`src/rtl/arcade_input_pkg.sv`:
```
// Shared constants for the arcade input mapper: PS/2 scancodes, joystick bit
// positions, the key-latch index enum and the per-player raw source record.
package arcade_input_pkg;

  // {extended, scancode}
  localparam logic [8:0] SC_P1_UP      = 9'h175;
  localparam logic [8:0] SC_P1_DOWN    = 9'h172;
  localparam logic [8:0] SC_P1_LEFT    = 9'h16B;
  localparam logic [8:0] SC_P1_RIGHT   = 9'h174;
  localparam logic [8:0] SC_P1_BTN0A   = 9'h014;
  localparam logic [8:0] SC_P1_BTN0B   = 9'h029;
  localparam logic [8:0] SC_P1_BTN1    = 9'h011;
  localparam logic [8:0] SC_P1_BTN2    = 9'h012;
  localparam logic [8:0] SC_P2_UP      = 9'h02D;
  localparam logic [8:0] SC_P2_DOWN    = 9'h02B;
  localparam logic [8:0] SC_P2_LEFT    = 9'h023;
  localparam logic [8:0] SC_P2_RIGHT   = 9'h034;
  localparam logic [8:0] SC_P2_BTN0    = 9'h01C;
  localparam logic [8:0] SC_P2_BTN1    = 9'h01B;
  localparam logic [8:0] SC_START1     = 9'h016;
  localparam logic [8:0] SC_START2     = 9'h01E;
  localparam logic [8:0] SC_START1_ALT = 9'h005;
  localparam logic [8:0] SC_START2_ALT = 9'h006;
  localparam logic [8:0] SC_COIN1      = 9'h02E;
  localparam logic [8:0] SC_COIN2      = 9'h036;
  localparam logic [8:0] SC_SERVICE    = 9'h02C;

  // Joystick bit positions within one 16-bit player word
  localparam int unsigned JB_RIGHT = 0;
  localparam int unsigned JB_LEFT  = 1;
  localparam int unsigned JB_DOWN  = 2;
  localparam int unsigned JB_UP    = 3;
  localparam int unsigned JB_BTN0  = 4;

  localparam int unsigned MAX_BUTTONS = 8;

  // One latch per physical key; the two P1 fire keys are kept apart so that
  // releasing one does not drop the other.
  typedef enum logic [4:0] {
    KeyP1Up, KeyP1Down, KeyP1Left, KeyP1Right,
    KeyP1Btn0A, KeyP1Btn0B, KeyP1Btn1, KeyP1Btn2,
    KeyP2Up, KeyP2Down, KeyP2Left, KeyP2Right,
    KeyP2Btn0, KeyP2Btn1,
    KeyStart1, KeyStart2, KeyStart1Alt, KeyStart2Alt,
    KeyCoin1, KeyCoin2, KeyService,
    KeyNone
  } key_e;

  localparam int unsigned NUM_KEYS = 21;

  typedef struct packed {
    logic                   coin;
    logic                   start;
    logic [MAX_BUTTONS-1:0] btn;
    logic                   up;
    logic                   down;
    logic                   left;
    logic                   right;
  } src_t;

  function automatic int unsigned ctrl_width(input int unsigned nb);
    return 4 + nb;
  endfunction

  function automatic key_e key_lookup(input logic [8:0] code);
    key_e k;
    k = KeyNone;
    case (code)
      SC_P1_UP:      k = KeyP1Up;
      SC_P1_DOWN:    k = KeyP1Down;
      SC_P1_LEFT:    k = KeyP1Left;
      SC_P1_RIGHT:   k = KeyP1Right;
      SC_P1_BTN0A:   k = KeyP1Btn0A;
      SC_P1_BTN0B:   k = KeyP1Btn0B;
      SC_P1_BTN1:    k = KeyP1Btn1;
      SC_P1_BTN2:    k = KeyP1Btn2;
      SC_P2_UP:      k = KeyP2Up;
      SC_P2_DOWN:    k = KeyP2Down;
      SC_P2_LEFT:    k = KeyP2Left;
      SC_P2_RIGHT:   k = KeyP2Right;
      SC_P2_BTN0:    k = KeyP2Btn0;
      SC_P2_BTN1:    k = KeyP2Btn1;
      SC_START1:     k = KeyStart1;
      SC_START2:     k = KeyStart2;
      SC_START1_ALT: k = KeyStart1Alt;
      SC_START2_ALT: k = KeyStart2Alt;
      SC_COIN1:      k = KeyCoin1;
      SC_COIN2:      k = KeyCoin2;
      SC_SERVICE:    k = KeyService;
      default:       k = KeyNone;
    endcase
    return k;
  endfunction

endpackage

```
`src/rtl/arcade_input_mapper_if.sv`:
```
// Host-side bundle for the arcade input mapper. The autofire enable vector
// exists only when ARCADE_INPUT_AUTOFIRE_EN is defined.
interface arcade_input_mapper_if #(
  parameter int unsigned NUM_PLAYERS = 2,
  parameter int unsigned NUM_BUTTONS = 3
);
  import arcade_input_pkg::*;

  logic [10:0]                                        ps2_key;
  logic [16*NUM_PLAYERS-1:0]                          joystick;
  logic                                               rotate;
  logic                                               merge;
`ifdef ARCADE_INPUT_AUTOFIRE_EN
  logic [NUM_PLAYERS-1:0]                             autofire;
`endif
  logic [ctrl_width(NUM_BUTTONS)*NUM_PLAYERS-1:0]     ctrl;
  logic [NUM_PLAYERS-1:0]                             start;
  logic [NUM_PLAYERS-1:0]                             coin;
  logic                                               service;

  modport master (
    output ps2_key, joystick, rotate, merge,
`ifdef ARCADE_INPUT_AUTOFIRE_EN
    output autofire,
`endif
    input  ctrl, start, coin, service
  );

  modport slave (
    input  ps2_key, joystick, rotate, merge,
`ifdef ARCADE_INPUT_AUTOFIRE_EN
    input  autofire,
`endif
    output ctrl, start, coin, service
  );

endinterface

```
`src/rtl/arcade_coin_shaper.sv`:
```
// Coin pulse shaper: a rising edge on the raw source while idle produces one
// pulse of exactly COIN_PULSE_CYC cycles; edges during a pulse are ignored.
module arcade_coin_shaper #(
  parameter int unsigned COIN_PULSE_CYC = 12000
) (
  input  logic clk_sys,
  input  logic reset,
  input  logic coin_src_i,
  output logic coin_o
);

  localparam int unsigned CntW = $clog2(COIN_PULSE_CYC + 1);
  localparam logic [CntW-1:0] CntLoad = CntW'(COIN_PULSE_CYC);
  localparam logic [CntW-1:0] CntOne  = CntW'(1);

  logic [CntW-1:0] cnt_q, cnt_d;
  logic            prev_q, prev_d;

  // Down-count while active, otherwise arm on a fresh rising edge.
  always_comb begin
    prev_d = coin_src_i;
    cnt_d  = cnt_q;
    if (cnt_q != '0) begin
      cnt_d = cnt_q - CntOne;
    end else if (coin_src_i && !prev_q) begin
      cnt_d = CntLoad;
    end
    if (reset) begin
      prev_d = 1'b0;
      cnt_d  = '0;
    end
  end

  // State register.
  always_ff @(posedge clk_sys) begin
    cnt_q  <= cnt_d;
    prev_q <= prev_d;
  end

  assign coin_o = (cnt_q != '0);

endmodule

```
`src/rtl/arcade_input_mapper.sv`:
```
// Arcade input mapper: latches PS/2 key events, merges them with HPS joysticks,
// optionally merges all players and rotates directions, shapes coin pulses and
// registers per-player control vectors. Optional feature macro:
// ARCADE_INPUT_AUTOFIRE_EN (adds autofire gating of button 0).
module arcade_input_mapper
  import arcade_input_pkg::*;
#(
  parameter int unsigned NUM_PLAYERS    = 2,
  parameter int unsigned NUM_BUTTONS    = 3,
  parameter int unsigned COIN_PULSE_CYC = 12000
`ifdef ARCADE_INPUT_AUTOFIRE_EN
  ,
  parameter int unsigned AUTOFIRE_DIV   = 200000
`endif
) (
  input logic                  clk_sys,
  input logic                  reset,
  arcade_input_mapper_if.slave bus
);

  localparam int unsigned CtrlW = ctrl_width(NUM_BUTTONS);
  localparam logic [MAX_BUTTONS-1:0] BtnMask = MAX_BUTTONS'((1 << NUM_BUTTONS) - 1);

  logic [NUM_KEYS-1:0]          key_q, key_d;
  logic                         old_tog_q, old_tog_d;
  logic [CtrlW*NUM_PLAYERS-1:0] ctrl_q, ctrl_d;
  logic [NUM_PLAYERS-1:0]       start_q, start_d;
  logic                         service_q, service_d;
  logic [NUM_PLAYERS-1:0]       coin_out;
  logic                         unused_bits;

  src_t key_src [NUM_PLAYERS];
  src_t joy_src [NUM_PLAYERS];
  src_t out_src [NUM_PLAYERS];

  // Key event decode: a toggle of ps2_key[10] writes the pressed bit into the
  // matching key latch. old_tog tracks the toggle even in reset.
  always_comb begin
    key_e ev_key;
    ev_key    = key_lookup(bus.ps2_key[8:0]);
    key_d     = key_q;
    old_tog_d = bus.ps2_key[10];
    if ((bus.ps2_key[10] != old_tog_q) && (ev_key != KeyNone)) begin
      key_d[ev_key] = bus.ps2_key[9];
    end
    if (reset) begin
      key_d = '0;
    end
  end

  // Key latch register.
  always_ff @(posedge clk_sys) begin
    key_q     <= key_d;
    old_tog_q <= old_tog_d;
  end

  // Keyboard and joystick contributions per player; only players 1 and 2 have keys.
  always_comb begin
    for (int p = 0; p < NUM_PLAYERS; p++) begin
      logic [15:0] j;
      j          = bus.joystick[16*p +: 16];
      key_src[p] = '0;
      joy_src[p] = '0;
      if (p == 0) begin
        key_src[p].up     = key_q[KeyP1Up];
        key_src[p].down   = key_q[KeyP1Down];
        key_src[p].left   = key_q[KeyP1Left];
        key_src[p].right  = key_q[KeyP1Right];
        key_src[p].btn[0] = key_q[KeyP1Btn0A] | key_q[KeyP1Btn0B];
        key_src[p].btn[1] = key_q[KeyP1Btn1];
        key_src[p].btn[2] = key_q[KeyP1Btn2];
        key_src[p].start  = key_q[KeyStart1] | key_q[KeyStart1Alt];
        key_src[p].coin   = key_q[KeyCoin1];
      end else if (p == 1) begin
        key_src[p].up     = key_q[KeyP2Up];
        key_src[p].down   = key_q[KeyP2Down];
        key_src[p].left   = key_q[KeyP2Left];
        key_src[p].right  = key_q[KeyP2Right];
        key_src[p].btn[0] = key_q[KeyP2Btn0];
        key_src[p].btn[1] = key_q[KeyP2Btn1];
        key_src[p].start  = key_q[KeyStart2] | key_q[KeyStart2Alt];
        key_src[p].coin   = key_q[KeyCoin2];
      end
      joy_src[p].right = j[JB_RIGHT];
      joy_src[p].left  = j[JB_LEFT];
      joy_src[p].down  = j[JB_DOWN];
      joy_src[p].up    = j[JB_UP];
      for (int k = 0; k < NUM_BUTTONS; k++) begin
        joy_src[p].btn[k] = j[JB_BTN0 + k];
      end
      joy_src[p].start = j[JB_BTN0 + NUM_BUTTONS];
      joy_src[p].coin  = j[JB_BTN0 + NUM_BUTTONS + 1];
    end
  end

`ifdef ARCADE_INPUT_AUTOFIRE_EN
  localparam int unsigned AfW = (AUTOFIRE_DIV > 1) ? $clog2(AUTOFIRE_DIV) : 1;
  localparam logic [AfW-1:0] AfLast = AfW'(AUTOFIRE_DIV - 1);

  logic [AfW-1:0] af_cnt_q, af_cnt_d;
  logic           af_phase_q, af_phase_d;

  // Free-running divider; af_phase flips every AUTOFIRE_DIV cycles.
  always_comb begin
    af_cnt_d   = af_cnt_q + AfW'(1);
    af_phase_d = af_phase_q;
    if (af_cnt_q == AfLast) begin
      af_cnt_d   = '0;
      af_phase_d = ~af_phase_q;
    end
    if (reset) begin
      af_cnt_d   = '0;
      af_phase_d = 1'b0;
    end
  end

  // Autofire divider register.
  always_ff @(posedge clk_sys) begin
    af_cnt_q   <= af_cnt_d;
    af_phase_q <= af_phase_d;
  end
`endif

  // Merge (OR across players), then rotate directions; buttons/start/coin untouched.
  always_comb begin
    src_t src [NUM_PLAYERS];
    src_t merged;
    src_t sel;
    merged = '0;
    sel    = '0;
    for (int p = 0; p < NUM_PLAYERS; p++) begin
      src[p]     = src_t'(key_src[p] | joy_src[p]);
      src[p].btn = src[p].btn & BtnMask;
      merged     = src_t'(merged | src[p]);
    end
    for (int p = 0; p < NUM_PLAYERS; p++) begin
      sel        = bus.merge ? merged : src[p];
      out_src[p] = sel;
      if (bus.rotate) begin
        out_src[p].up    = sel.left;
        out_src[p].down  = sel.right;
        out_src[p].left  = sel.down;
        out_src[p].right = sel.up;
      end
`ifdef ARCADE_INPUT_AUTOFIRE_EN
      if (bus.autofire[p]) begin
        out_src[p].btn[0] = sel.btn[0] & af_phase_q;
      end
`endif
    end
  end

  // Next-state of the registered control outputs.
  always_comb begin
    ctrl_d    = '0;
    start_d   = '0;
    service_d = 1'b0;
    if (!reset) begin
      for (int p = 0; p < NUM_PLAYERS; p++) begin
        ctrl_d[CtrlW*p +: CtrlW] = {out_src[p].btn[NUM_BUTTONS-1:0], out_src[p].up,
                                    out_src[p].down, out_src[p].left, out_src[p].right};
        start_d[p] = out_src[p].start;
      end
      service_d = key_q[KeyService];
    end
  end

  // Output register.
  always_ff @(posedge clk_sys) begin
    ctrl_q    <= ctrl_d;
    start_q   <= start_d;
    service_q <= service_d;
  end

  // Sink for joystick bits and button slots that have no destination.
  always_comb begin
    unused_bits = ^bus.joystick;
    for (int p = 0; p < NUM_PLAYERS; p++) begin
      unused_bits = unused_bits ^ (^out_src[p].btn);
    end
  end

  for (genvar p = 0; p < NUM_PLAYERS; p++) begin : g_coin
    arcade_coin_shaper #(
      .COIN_PULSE_CYC(COIN_PULSE_CYC)
    ) u_coin (
      .clk_sys   (clk_sys),
      .reset     (reset),
      .coin_src_i(out_src[p].coin),
      .coin_o    (coin_out[p])
    );
  end

  assign bus.ctrl    = ctrl_q;
  assign bus.start   = start_q;
  assign bus.coin    = coin_out;
  assign bus.service = service_q;

endmodule

```
`src/flat_wrapper.sv`:
```
// flat-port wrapper written by rule: the top's interface ports become plain ports
module arcade_input_mapper_flat import arcade_input_pkg::*;
#(
  parameter int unsigned NUM_PLAYERS    = 2,
  parameter int unsigned NUM_BUTTONS    = 3,
  parameter int unsigned COIN_PULSE_CYC = 12000

)
  (clk_sys, reset, bus_ps2_key, bus_joystick, bus_rotate, bus_merge, bus_ctrl, bus_start, bus_coin, bus_service);
  arcade_input_mapper_if #(.NUM_PLAYERS(NUM_PLAYERS), .NUM_BUTTONS(NUM_BUTTONS)) bus_i ();
  input logic clk_sys;
  input logic reset;
  input wire logic [$bits(bus_i.ps2_key)-1:0] bus_ps2_key;
  input wire logic [$bits(bus_i.joystick)-1:0] bus_joystick;
  input wire logic [$bits(bus_i.rotate)-1:0] bus_rotate;
  input wire logic [$bits(bus_i.merge)-1:0] bus_merge;
  output wire logic [$bits(bus_i.ctrl)-1:0] bus_ctrl;
  output wire logic [$bits(bus_i.start)-1:0] bus_start;
  output wire logic [$bits(bus_i.coin)-1:0] bus_coin;
  output wire logic [$bits(bus_i.service)-1:0] bus_service;
  assign bus_i.ps2_key = bus_ps2_key;
  assign bus_i.joystick = bus_joystick;
  assign bus_i.rotate = bus_rotate;
  assign bus_i.merge = bus_merge;
  assign bus_ctrl = bus_i.ctrl;
  assign bus_start = bus_i.start;
  assign bus_coin = bus_i.coin;
  assign bus_service = bus_i.service;
  arcade_input_mapper #(.NUM_PLAYERS(NUM_PLAYERS), .NUM_BUTTONS(NUM_BUTTONS), .COIN_PULSE_CYC(COIN_PULSE_CYC)) u_core (.clk_sys(clk_sys), .reset(reset), .bus(bus_i));
endmodule
```
`config.mk`:
```
export PLATFORM = sky130hd
export DESIGN_NAME = arcade_input_mapper_flat
export DESIGN_NICKNAME = d
export VERILOG_FILES = /design/src/rtl/arcade_input_pkg.sv /design/src/rtl/arcade_input_mapper_if.sv /design/src/rtl/arcade_coin_shaper.sv /design/src/rtl/arcade_input_mapper.sv /design/src/flat_wrapper.sv
export SDC_FILE = /design/constraint.sdc
export NUM_CORES = 1
export LEC_CHECK = 0
export ABC_AREA = 1
export CORE_MARGIN = 2
export CORE_UTILIZATION = 42
export CTS_BUF_LIST = sky130_fd_sc_hd__clkbuf_4 sky130_fd_sc_hd__clkbuf_8
export CTS_CLUSTER_DIAMETER = 60
export DETAILED_ROUTE_END_ITERATION = 7
export HOLD_SLACK_MARGIN = 0.08
export PLACE_DENSITY = 0.77
export SLEW_MARGIN = 25
export SYNTH_ARGS = -nofsm -noshare
export SYNTH_HDL_FRONTEND = slang
export SYNTH_SLANG_ARGS = --single-unit
export TNS_END_PERCENT = 50
```
`constraint.sdc`:
```
create_clock -name clk_sys -period 1.9 [get_ports clk_sys]
set_input_delay 0.285 -clock clk_sys [delete_from_list [all_inputs] [get_ports clk_sys]]
set_output_delay 0.285 -clock clk_sys [all_outputs]
set_load 0.01 [all_outputs]
```
==> results of run 1 <==
==> per-layer routing <==
layer / vias to the layer above / global-route usage (%) / part of all wire [%]
met4: 0 / 8.69 / 1.9
li1: 1974 / - / -
met2: 87 / 36.2 / 49
met5: - / 0 / 0
met3: 16 / 4.62 / 4.8
met1: 1736 / 25.4 / 44
==> final timing paths <==
check                                                      from                                             to  slack [ps]  cells after the start
setup / recovery  u_core.g_coin[1].u_coin.cnt_q[0]$_SDFFE_PP0P_                                    bus_coin[1]          80                      8
hold / removal                    u_core.key_q[17]$_SDFFE_PP0P_                  u_core.key_q[17]$_SDFFE_PP0P_         460                      2
setup reg to reg  u_core.g_coin[1].u_coin.cnt_q[0]$_SDFFE_PP0P_  u_core.g_coin[1].u_coin.cnt_q[0]$_SDFFE_PP0P_         150                     11
hold reg to reg                   u_core.key_q[17]$_SDFFE_PP0P_                  u_core.key_q[17]$_SDFFE_PP0P_         460                      2
==> through the flow <==
stage                     setup slack (ps)  area, µm²  power, W
after floorplan                        201       3540   0.00329
after global placement                -311       4500   0.00385
after detailed placement              -367       4500   0.00393
after CTS                             -166       4730   0.00531
after global routing                 -32.5       4890   0.00598
final                                 80.0       4890   0.00557
==> flip-flops by register name (all words and copies together), names as in the netlist <==
signal,flops
u_core.bus.service,1
u_core.bus.start,2
u_core.old_tog_q,1
u_core.key_q,21
u_core.bus.ctrl,14
u_core.g_coin.u_coin.prev_q,2
u_core.g_coin.u_coin.cnt_q,28
==> final cells by class <==
cell class                      count  area share (%)
Clock buffer                       11            2.84
Sequential cell                    69            28.3
Timing Repair Buffer              108            20.0
Clock inverter                      4            1.51
Inverter                           51            3.97
Tap cell                          105            2.69
Multi-Input combinational cell    398            40.7
==> timing repair <==
item | CTS | global route
resized for setup | 10 | 45
pin swaps | 0 | 9
endpoints found under the setup margin | 6 | 31
setup buffers | 0 | 5
==> power breakdown <==
part           internal (W)  switching, W  leakage (nW)  total, W
clock              0.000762      0.000563         0.110   0.00132
combinational       0.00103       0.00128          1.48   0.00232
sequential          0.00171      0.000222         0.568   0.00193
==> cells by family after synthesis <==
kind of cell | after synthesis | synth area share (%)
fa+ha+maj | 2 | 0.706
compound gates | 74 | 11.2
simple gates | 314 | 39.0
buf+inv | 72 | 8.15
flops | 69 | 39.0
xor+xnor | 8 | 1.98
==> cells in the mapped netlist (4+ instances only) <==
| cell type | instances | share of area, % |
|---|---|---|
| nor2_1 | 112 | 12 |
| nand2_1 | 96 | 10 |
| dfxtp_1 | 69 | 39 |
| inv_1 | 47 | 5.0 |
| nand3_1 | 45 | 6.4 |
| a21oi_1 | 40 | 5.6 |
| nand4_1 | 27 | 4.8 |
| o21ai_0 | 22 | 3.1 |
| clkbuf_1 | 14 | 1.5 |
| nor3_1 | 13 | 1.8 |
| nor2_2 | 7 | 1.2 |
| xor2_1 | 5 | 1.2 |
| buf_4 | 4 | 0.85 |
| inv_2 | 4 | 0.42 |
| nor4_1 | 4 | 0.71 |
==> critical path: stages (launching register included) <==
cell and delay [ps]:
dfxtp_2 340, inv_4 70, ha_4 140, nand2_2 70, nor2_4 120, nand2_2 90, nor2_4 140, nand3_2 90
buf_6 130
==> summary.txt, run 1 <==
Final layout
  – Commonest non-fill, non-tap cell in the layout: nor2_1
  – Multi-input logic area: 0.00199 mm²
  – Share of layout cells above drive strength 1: 18.4%
  – N_diodes: 0
  – Register Area: 0.00139 mm²
  – Util after Layout: 59.5%
  – # nets final: 686
  – Layout area overhead: 38.0%
  – Most frequent cells in the layout: nor2_1, nand2_1, dfxtp_1
  – Final non-filler cell total: 746
  – Filler cells: 734

Yosys
  – Syn. warnings: 0
  – Top FF cell, synth: dfxtp_1
  – Post-synth ARST share: 0%
  – Syn_area_per_cell: 6.58 µm²
  – Register area share after synthesis: 39.0%
  – Syn nets: 588
  – Cell variety after synth: 34
  – Post-synth EDFFs: 0
  – Post-Syn Instances: 539
  – Mapped cell area: 0.00354 mm²
  – Synthesis-stage register bit count: 69

STA
  – WHS: 458 ps
  – Peak Freq: 549 MHz
  – Pin slew with the least headroom to its limit: 451 ps
  – Slew HR: 69.6%
  – Fin crit share: 95.8%
  – Fin. max-slew vios: 0
  – Final Skew: 9.33 ps
  – TNS Setup: 0 ps
  – Post-layout min period: 1820 ps
  – Final Hold Vio Count: 0
  – Setup violations, final: 0

Route
  – Iter 0 DRT Violations: 208
  – DR vias: 3813
  – Remaining DRCs: 0
  – DRT antenna net count: 0
  – TritonRoute pass-1 iters: 6
  – Routed wire length per instance: 12.5 µm
  – Total wire length: 9.30 mm
  – Vias/cell: 5.11

CTS
  – Clk Latency, worst-skew pair: 350 ps
  – CTS tree: done
  – CTS root buf: clkbuf_8
  – CTS Buf Count: 9
  – Post-CTS Hold Fix Bufs: 0
  – CTS max path bufs: 2
  – Clk slew on worst S/H paths: 70 ps
  – CTS Sinks: 69
  – H-tree levels: 3

Placed design
  – DPL Wire Length: 6.91 mm
  – Final RePlAce weighted congestion: 0.900
  – Inst Count DP: 726
  – Port bufs: 51

Global route
  – All-Layer GR Usage: 21.1%
  – Grt ovf: 0
  – First-pass GRT wire length: 15.3 mm
  – Initial antenna violation count: 0
  – Vias in the first global route: 3519
  – Largest net degree at the start of global routing: 41

Critical path
  – Crit. End Element: output pin
  – Critical-path maximum fanout: 3
  – CP Class: reg2out
  – Arrival time at the worst endpoint: 1540 ps
  – Setup crit start kind: flip-flop
  – Req. time, crit path: 1620 ps

Min path
  – Hold crit path type: reg2reg

Floorplan
  – Initial Utilization: 43.1%
  – Cell row count: 33
  – Die W: 95.9 µm
  – Die ar.: 0.00919 mm²
  – Boundary pin count: 66
  – Core area: 0.00822 mm²
  – Die H: 95.9 µm

Power and ir drop
  – Pwr dens: 1140 mW/mm²
  – VDD IR-drop max: 0.474 mV
  – Pleak: 2.16 nW

Flow run
  – Max-cap viol count: 0

Run status
  – Outcome: complete, no violations
(Power assumes the default switching activity.)
==> run 2, diff against run 1 <==
--- a/config.mk
+++ b/config.mk
@@ -13,6 +13,7 @@
 export DETAILED_ROUTE_END_ITERATION = 7
 export HOLD_SLACK_MARGIN = 0.08
 export PLACE_DENSITY = 0.77
+export SKIP_CTS_REPAIR_TIMING = 1
 export SLEW_MARGIN = 25
 export SYNTH_ARGS = -nofsm -noshare
 export SYNTH_HDL_FRONTEND = slang
==> summary.txt, run 2 (synthesized netlist as in run 1, its figures left out) <==
Floorplan
  – Initial Utilization: 43.1% (unchanged)
  – Die W: 95.9 µm (unchanged)
  – Cell row count: 33 (unchanged)
  – Die ar.: 0.00919 mm² (unchanged)
  – Boundary pin count: 66 (unchanged)
  – Die H: 95.9 µm (unchanged)
  – Core area: 0.00822 mm² (unchanged)

Critical path
  – Req. time, crit path: 1620 ps (about the same)
  – Crit-path leading delay family: simple AND/OR/NAND/NOR gates
  – Reg-to-reg startpoint: u_core.g_coin[1].u_coin.cnt_q[1]$_SDFFE_PP0P_
  – Critical Path Max Stage Delay: 330 ps (about the same)
  – R2r endpoint: u_core.g_coin[1].u_coin.cnt_q[11]$_SDFFE_PP0P_
  – Setup crit start kind: flip-flop
  – Critical Path, Cell by Cell: inv_1 > ha_2 > nand2_1 > nor2_2 > nand2_2 > nor2_4 > nand3_2 > dlymetal6s2s_1
  – Worst R2R Path Depth: 12 (+1)
  – Crit path launch: u_core.g_coin[1].u_coin.cnt_q[1]$_SDFFE_PP0P_
  – Critical path depth: 8 (unchanged)
  – Crit path to: bus_coin[1]
  – CP Buf/Inv Count: 2 (unchanged)
  – CP Class: reg2out
  – Reg2Reg Setup Slack: 130 ps (-20 ps)
  – Critical-path maximum fanout: 3 (unchanged)
  – Arrival time at the worst endpoint: 1630 ps (+90 ps)
  – CP max-delay cell: dfxtp_1
  – Crit. End Element: output pin

STA
  – Setup violations, final: 1 (+1)
  – Peak Freq: 521 MHz (-5.1%)
  – Post-layout min period: 1920 ps (+98.5 ps)
  – Final Hold Vio Count: 0 (unchanged)
  – TNS Setup: -18.5 ps (-18.5 ps)
  – Unrepaired setup endpoints after global routing: true
  – Fin. max-slew vios: 0 (unchanged)
  – Slew HR: 70.5% (+0.84 points)
  – Final worst slack: -18.5 ps (-98.5 ps)
  – Fin crit share: 101% (+5.2 points)
  – Pin slew with the least headroom to its limit: 439 ps (-12.5 ps)
  – Final Skew: 11.8 ps (+2.50 ps)

Run status
  – Failing checks: setup timing
  – Outcome: complete, but fails checks

Power and ir drop
  – Pleak: 2.16 nW (about the same)
  – VDD IR-drop max: 0.481 mV (+1.5%)
  – Pwr dens: 1130 mW/mm² (-0.74%)

Global route
  – Vias in the first global route: 3513 (-0.17%)
  – All-Layer GR Usage: 21.0% (-0.066 points)
  – Initial antenna violation count: 0 (unchanged)
  – First-pass GRT wire length: 15.2 mm (-0.36%)
  – Largest net degree at the start of global routing: 41 (unchanged)
  – Grt ovf: 0 (unchanged)

CTS
  – CTS tree: done
  – Clk slew on worst S/H paths: 70 ps (about the same)
  – CTS max path bufs: 2 (unchanged)
  – H-tree levels: 3 (unchanged)
  – CTS root buf: clkbuf_8
  – CTS Buf Count: 9 (unchanged)
  – CTS Sinks: 69 (unchanged)
  – Clk Latency, worst-skew pair: 360 ps (about the same)

Final layout
  – Biggest register: u_core.g_coin.u_coin.cnt_q
  – # nets final: 685 (-0.15%)
  – Commonest non-fill, non-tap cell in the layout: nor2_1
  – Most frequent cells in the layout: nor2_1, nand2_1, dfxtp_1
  – Filler cells: 739 (+0.68%)
  – Share of layout cells above drive strength 1: 17.2% (-1.2 points)
  – Layout area overhead: 37.5%
  – Largest register FFs: 28 (unchanged)
  – Util after Layout: 59.3% (-0.23 points)
  – N_diodes: 0 (unchanged)

Route
  – Vias/cell: 5.15 (+0.71%)
  – Remaining DRCs: 0 (unchanged)
  – TritonRoute pass-1 iters: 6 (unchanged)
  – DRT antenna net count: 0 (unchanged)
  – Routed wire length per instance: 12.5 µm (+0.20%)
  – Iter 0 DRT Violations: 195 (-6.3%)
  – Total wire length: 9.31 mm (about the same)
  – DR vias: 3835 (+0.58%)

Placed design
  – DPL Wire Length: 6.91 mm (unchanged)
  – Final RePlAce weighted congestion: 0.900 (unchanged)
  – Port bufs: 51 (unchanged)

Flow run
  – Max-cap viol count: 0 (unchanged)

Min path
  – Hold crit path type: reg2reg
==> run 2: cell types whose count changed in the layout (fill, tap and decap cells not counted), moves of 2 or more <==
cell            before  now
buf_6                3    1
dfxtp_1             66   68
dfxtp_2              3    1
dlymetal6s2s_1       7   10
nor2_1              99  101
nor2_2              14   12
==> run 2: report_power, final <==
| part | total (W) | switching [W] | internal, W |
|---|---|---|---|
| Sequential | 0.00192 | 0.000212 | 0.00170 |
| Clock | 0.00133 | 0.000568 | 0.000762 |
| Combinational | 0.00226 | 0.00127 | 0.000994 |
==> run 2: area by class of cell <==
type / instances / area (µm²) / share of cell area (%)
Inverter: 51 / 191 / 3.93
Clock buffer: 11 / 139 / 2.85
Clock inverter: 4 / 73.8 / 1.52
Tap cell: 105 / 131 / 2.70
Sequential cell: 69 / 1380 / 28.4
Timing Repair Buffer: 107 / 972 / 20.0
Multi-Input combinational cell: 398 / 1980 / 40.7
==> run 2: worst min-delay path, cell delays in order (launching register included) <==
cell,delay (ps)
dfxtp_1,310
nand2_1,60
a21oi_1,50
==> run 2: routing by layer <==
| metal | up-vias | global-route usage (%) | part of all wire (%) |
|---|---|---|---|
| met5 | - | 0 | 0 |
| met1 | 1733 | 25.2 | 44 |
| met2 | 106 | 36.3 | 49 |
| met3 | 22 | 4.54 | 5.1 |
| li1 | 1974 | - | - |
| met4 | 0 | 8.57 | 2.3 |
==> run 2: stage by stage <==
| step | instance area (µm²) | instances | total power, W | worst slack, ps | hold slack [ps] |
|---|---|---|---|---|---|
| final | 4870 | 745 | 0.00551 | -18.5 | 459 |
| after detailed placement | 4500 | 726 | 0.00393 | -367 | 448 |
| after floorplan | 3540 | 539 | 0.00329 | 201 | 313 |
| after global placement | 4500 | 726 | 0.00385 | -311 | 443 |
| after CTS | 4710 | 741 | 0.00527 | -401 | 452 |
| after global routing | 4870 | 745 | 0.00591 | -163 | 458 |
==> run 2: how the worst min path moves through the flow <==
stage                                        from                       endpoint  depth (start not counted)
floorplan                         bus_ps2_key[10]       u_core.old_tog_q$_DFF_P_                          0
global placement    u_core.key_q[20]$_SDFFE_PP0P_  u_core.bus.service$_SDFF_PP0_                          2
detailed placement  u_core.key_q[20]$_SDFFE_PP0P_  u_core.bus.service$_SDFF_PP0_                          2
CTS                               bus_ps2_key[10]       u_core.old_tog_q$_DFF_P_                          1
global route                      bus_ps2_key[10]       u_core.old_tog_q$_DFF_P_                          1
finish              u_core.key_q[17]$_SDFFE_PP0P_  u_core.key_q[17]$_SDFFE_PP0P_                          2
==> run 3, diff against run 2 <==
--- a/config.mk
+++ b/config.mk
@@ -12,7 +12,7 @@
 export CTS_CLUSTER_DIAMETER = 60
 export DETAILED_ROUTE_END_ITERATION = 7
 export HOLD_SLACK_MARGIN = 0.08
-export PLACE_DENSITY = 0.77
+export PLACE_DENSITY = 0.74
 export SKIP_CTS_REPAIR_TIMING = 1
 export SLEW_MARGIN = 25
 export SYNTH_ARGS = -nofsm -noshare
==> summary.txt, run 3 (synthesized netlist as in run 1, its figures left out) <==
Run status
  – Outcome: complete, no violations

Final layout
  – Final non-filler cell total: 748 (+0.40%)
  – Largest register FFs: 28 (unchanged)
  – Commonest non-fill, non-tap cell in the layout: nor2_1
  – # nets final: 687 (+0.29%)
  – Most frequent cells in the layout: nor2_1, nand2_1, dfxtp_1
  – Biggest register: u_core.g_coin.u_coin.cnt_q
  – Multi-input logic area: 0.00198 mm² (about the same)
  – Filler cells: 771 (+4.3%)
  – Layout area overhead: 37.5% (unchanged)
  – Register Area: 0.00138 mm² (unchanged)
  – N_diodes: 0 (unchanged)
  – Share of layout cells above drive strength 1: 17.4% (+0.23 points)

STA
  – Peak Freq: 544 MHz (+4.3%)
  – Final Hold Vio Count: 0 (unchanged)
  – Fin crit share: 96.8% (-4.2 points)
  – Setup violations, final: 0 (-1)
  – Fin. max-slew vios: 0 (unchanged)
  – Pin slew with the least headroom to its limit: 384 ps (-55.1 ps)
  – Unrepaired setup endpoints after global routing: true
  – Final Skew: 6.32 ps (-5.51 ps)
  – Post-layout min period: 1840 ps (-79.4 ps)
  – Slew HR: 74.1% (+3.6 points)

Floorplan
  – Die W: 95.9 µm (unchanged)
  – Die H: 95.9 µm (unchanged)
  – Die ar.: 0.00919 mm² (unchanged)
  – Initial Utilization: 43.1% (unchanged)
  – Core area: 0.00822 mm² (unchanged)
  – Boundary pin count: 66 (unchanged)
  – Cell row count: 33 (unchanged)

Global route
  – Largest net degree at the start of global routing: 41 (unchanged)
  – Grt ovf: 0 (unchanged)
  – All-Layer GR Usage: 21.6% (+0.62 points)
  – Initial antenna violation count: 0 (unchanged)
  – First-pass GRT wire length: 15.6 mm (+2.7%)
  – Vias in the first global route: 3639 (+3.6%)

CTS
  – H-tree levels: 3 (unchanged)
  – Clk slew on worst S/H paths: 70 ps (about the same)
  – CTS root buf: clkbuf_8
  – CTS max path bufs: 2 (unchanged)
  – CTS tree: done
  – CTS Buf Count: 9 (unchanged)
  – CTS Sinks: 69 (unchanged)
  – Clk Latency, worst-skew pair: 340 ps (-20 ps)

Flow run
  – Max-cap viol count: 0 (unchanged)

Route
  – Routed wire length per instance: 12.6 µm (+1.1%)
  – Iter 0 DRT Violations: 146 (-25%)
  – Vias/cell: 5.16 (+0.20%)
  – DRT antenna net count: 0 (unchanged)
  – TritonRoute pass-1 iters: 5 (-1)
  – DR vias: 3858 (+0.60%)
  – Remaining DRCs: 0 (unchanged)
  – Total wire length: 9.44 mm (+1.5%)

Critical path
  – Setup crit start kind: flip-flop
  – Reg2Reg Setup Slack: 60 ps (-70 ps)
  – Crit path launch: u_core.g_coin[0].u_coin.cnt_q[0]$_SDFFE_PP0P_
  – Crit. End Element: flip-flop
  – Critical-path maximum fanout: 6 (+3)
  – CP Class: reg2reg
  – Req. time, crit path: 2130 ps (+510 ps)
  – R2r endpoint: u_core.g_coin[0].u_coin.cnt_q[9]$_SDFFE_PP0P_
  – Arrival time at the worst endpoint: 2070 ps (+440 ps)
  – Worst R2R Path Depth: 12 (unchanged)
  – Reg-to-reg startpoint: u_core.g_coin[0].u_coin.cnt_q[0]$_SDFFE_PP0P_

Power and ir drop
  – Switch Pwr: 0.00210 W (+2.2%)
  – Clk network pwr share: 22.6% (-1.6 points)
  – Reg power frac: 35.5% (+0.7 points)
  – Pwr dens: 1110 mW/mm² (-1.4%)
  – Power Internal: 0.00334 W (-3.6%)
  – Pleak: 2.16 nW (about the same)
  – Design Power: 0.00543 W (-1.4%)
  – VDD IR-drop max: 0.569 mV (+18%)
  – Combinational power share: 41.9% (+0.8 points)
  – Sw frac: 38.6% (+1.4 points)

Min path
  – Hold path startpoint: u_core.key_q[20]$_SDFFE_PP0P_
  – WHS Endpoint: u_core.bus.service$_SDFF_PP0_
  – Worst Hold Depth: 2 (unchanged)
  – Hold crit path type: reg2reg

Placed design
  – Final RePlAce weighted congestion: 0.971 (+7.9%)
  – Port bufs: 51 (unchanged)
  – DPL Wire Length: 6.99 mm (+1.2%)
  – Inst Count DP: 731 (+0.69%)
-- run 3: changes by cell type in the layout (fill, tap and decap cells not counted), sizes merged --
| cell | before | now |
|---|---|---|
| buf | 56 | 58 |
| bufinv | 2 | 1 |
| clkbuf | 11 | 12 |
| clkinv | 2 | 1 |
| clkinvlp | 0 | 2 |
| dlymetal6s2s | 10 | 9 |
| inv | 51 | 52 |
-- run 3: worst max-delay path by stage --
stage          slack, ps                                              to  depth (start not counted)
2_1_floorplan        200  u_core.g_coin[1].u_coin.cnt_q[11]$_SDFFE_PP0P_                         11
3_3_place_gp        -270                   u_core.key_q[16]$_SDFFE_PP0P_                         13
3_5_place_dp        -300                   u_core.key_q[15]$_SDFFE_PP0P_                         12
4_1_cts             -350                                     bus_coin[1]                          8
5_1_grt              -40   u_core.g_coin[0].u_coin.cnt_q[9]$_SDFFE_PP0P_                         12
6_report              60   u_core.g_coin[0].u_coin.cnt_q[9]$_SDFFE_PP0P_                         12
-- run 3: per-layer routing --
layer | track usage (%) | wire length (µm) | vias to the layer above
li1 | - | - | 1978
met1 | 25.3 | 4000 | 1749
met2 | 38.5 | 4800 | 110
met3 | 3.60 | 408 | 21
met4 | 9.76 | 233 | 0
met5 | 0 | 0 | -
-- run 3: critical path, stage by stage (launching register included) --
cell	delay, ps
dfxtp_1	330
inv_1	60
ha_1	220
nand2_2	110
nor2_1	80
nand4_1	130
nand2_1	90
nor2_2	180
nand2_2	100
nor2_4	180
nand2_1	80
o21ai_0	100
nor2_1	70
-- run 3: layout make-up --
class / count / area share, %
flip-flops and latches: 69 / 28.4
multi-input cells: 398 / 40.7
repair buffers: 109 / 20.1
inverters: 51 / 3.93
well taps: 105 / 2.70
clock inverters: 5 / 1.21
clock buffers: 11 / 2.98
-- run 3: power groups by stage --
| stage | logic [W] | clock network (W) | registers [W] |
|---|---|---|---|
| after floorplan | 0.00139 | 0 | 0.00190 |
| after global placement | 0.00197 | 0 | 0.00192 |
| after detailed placement | 0.00205 | 0 | 0.00193 |
| after CTS | 0.00209 | 0.00125 | 0.00190 |
| after global routing | 0.00257 | 0.00130 | 0.00195 |
| final | 0.00228 | 0.00123 | 0.00193 |
-- run 3: per-stage QoR --
stage | instance area [µm²] | setup TNS, ps | hold WS [ps] | worst slack [ps] | utilization [%]
final | 4870 | 0 | 428 | 60.9 | 59.3
after global routing | 4870 | -91.5 | 443 | -37.8 | 59.3
after CTS | 4740 | -616 | 432 | -349 | 57.7
after detailed placement | 4540 | -5040 | 420 | -303 | 55.2
after global placement | 4540 | -4570 | 416 | -266 | 55.2
after floorplan | 3540 | 0 | 313 | 201 | -
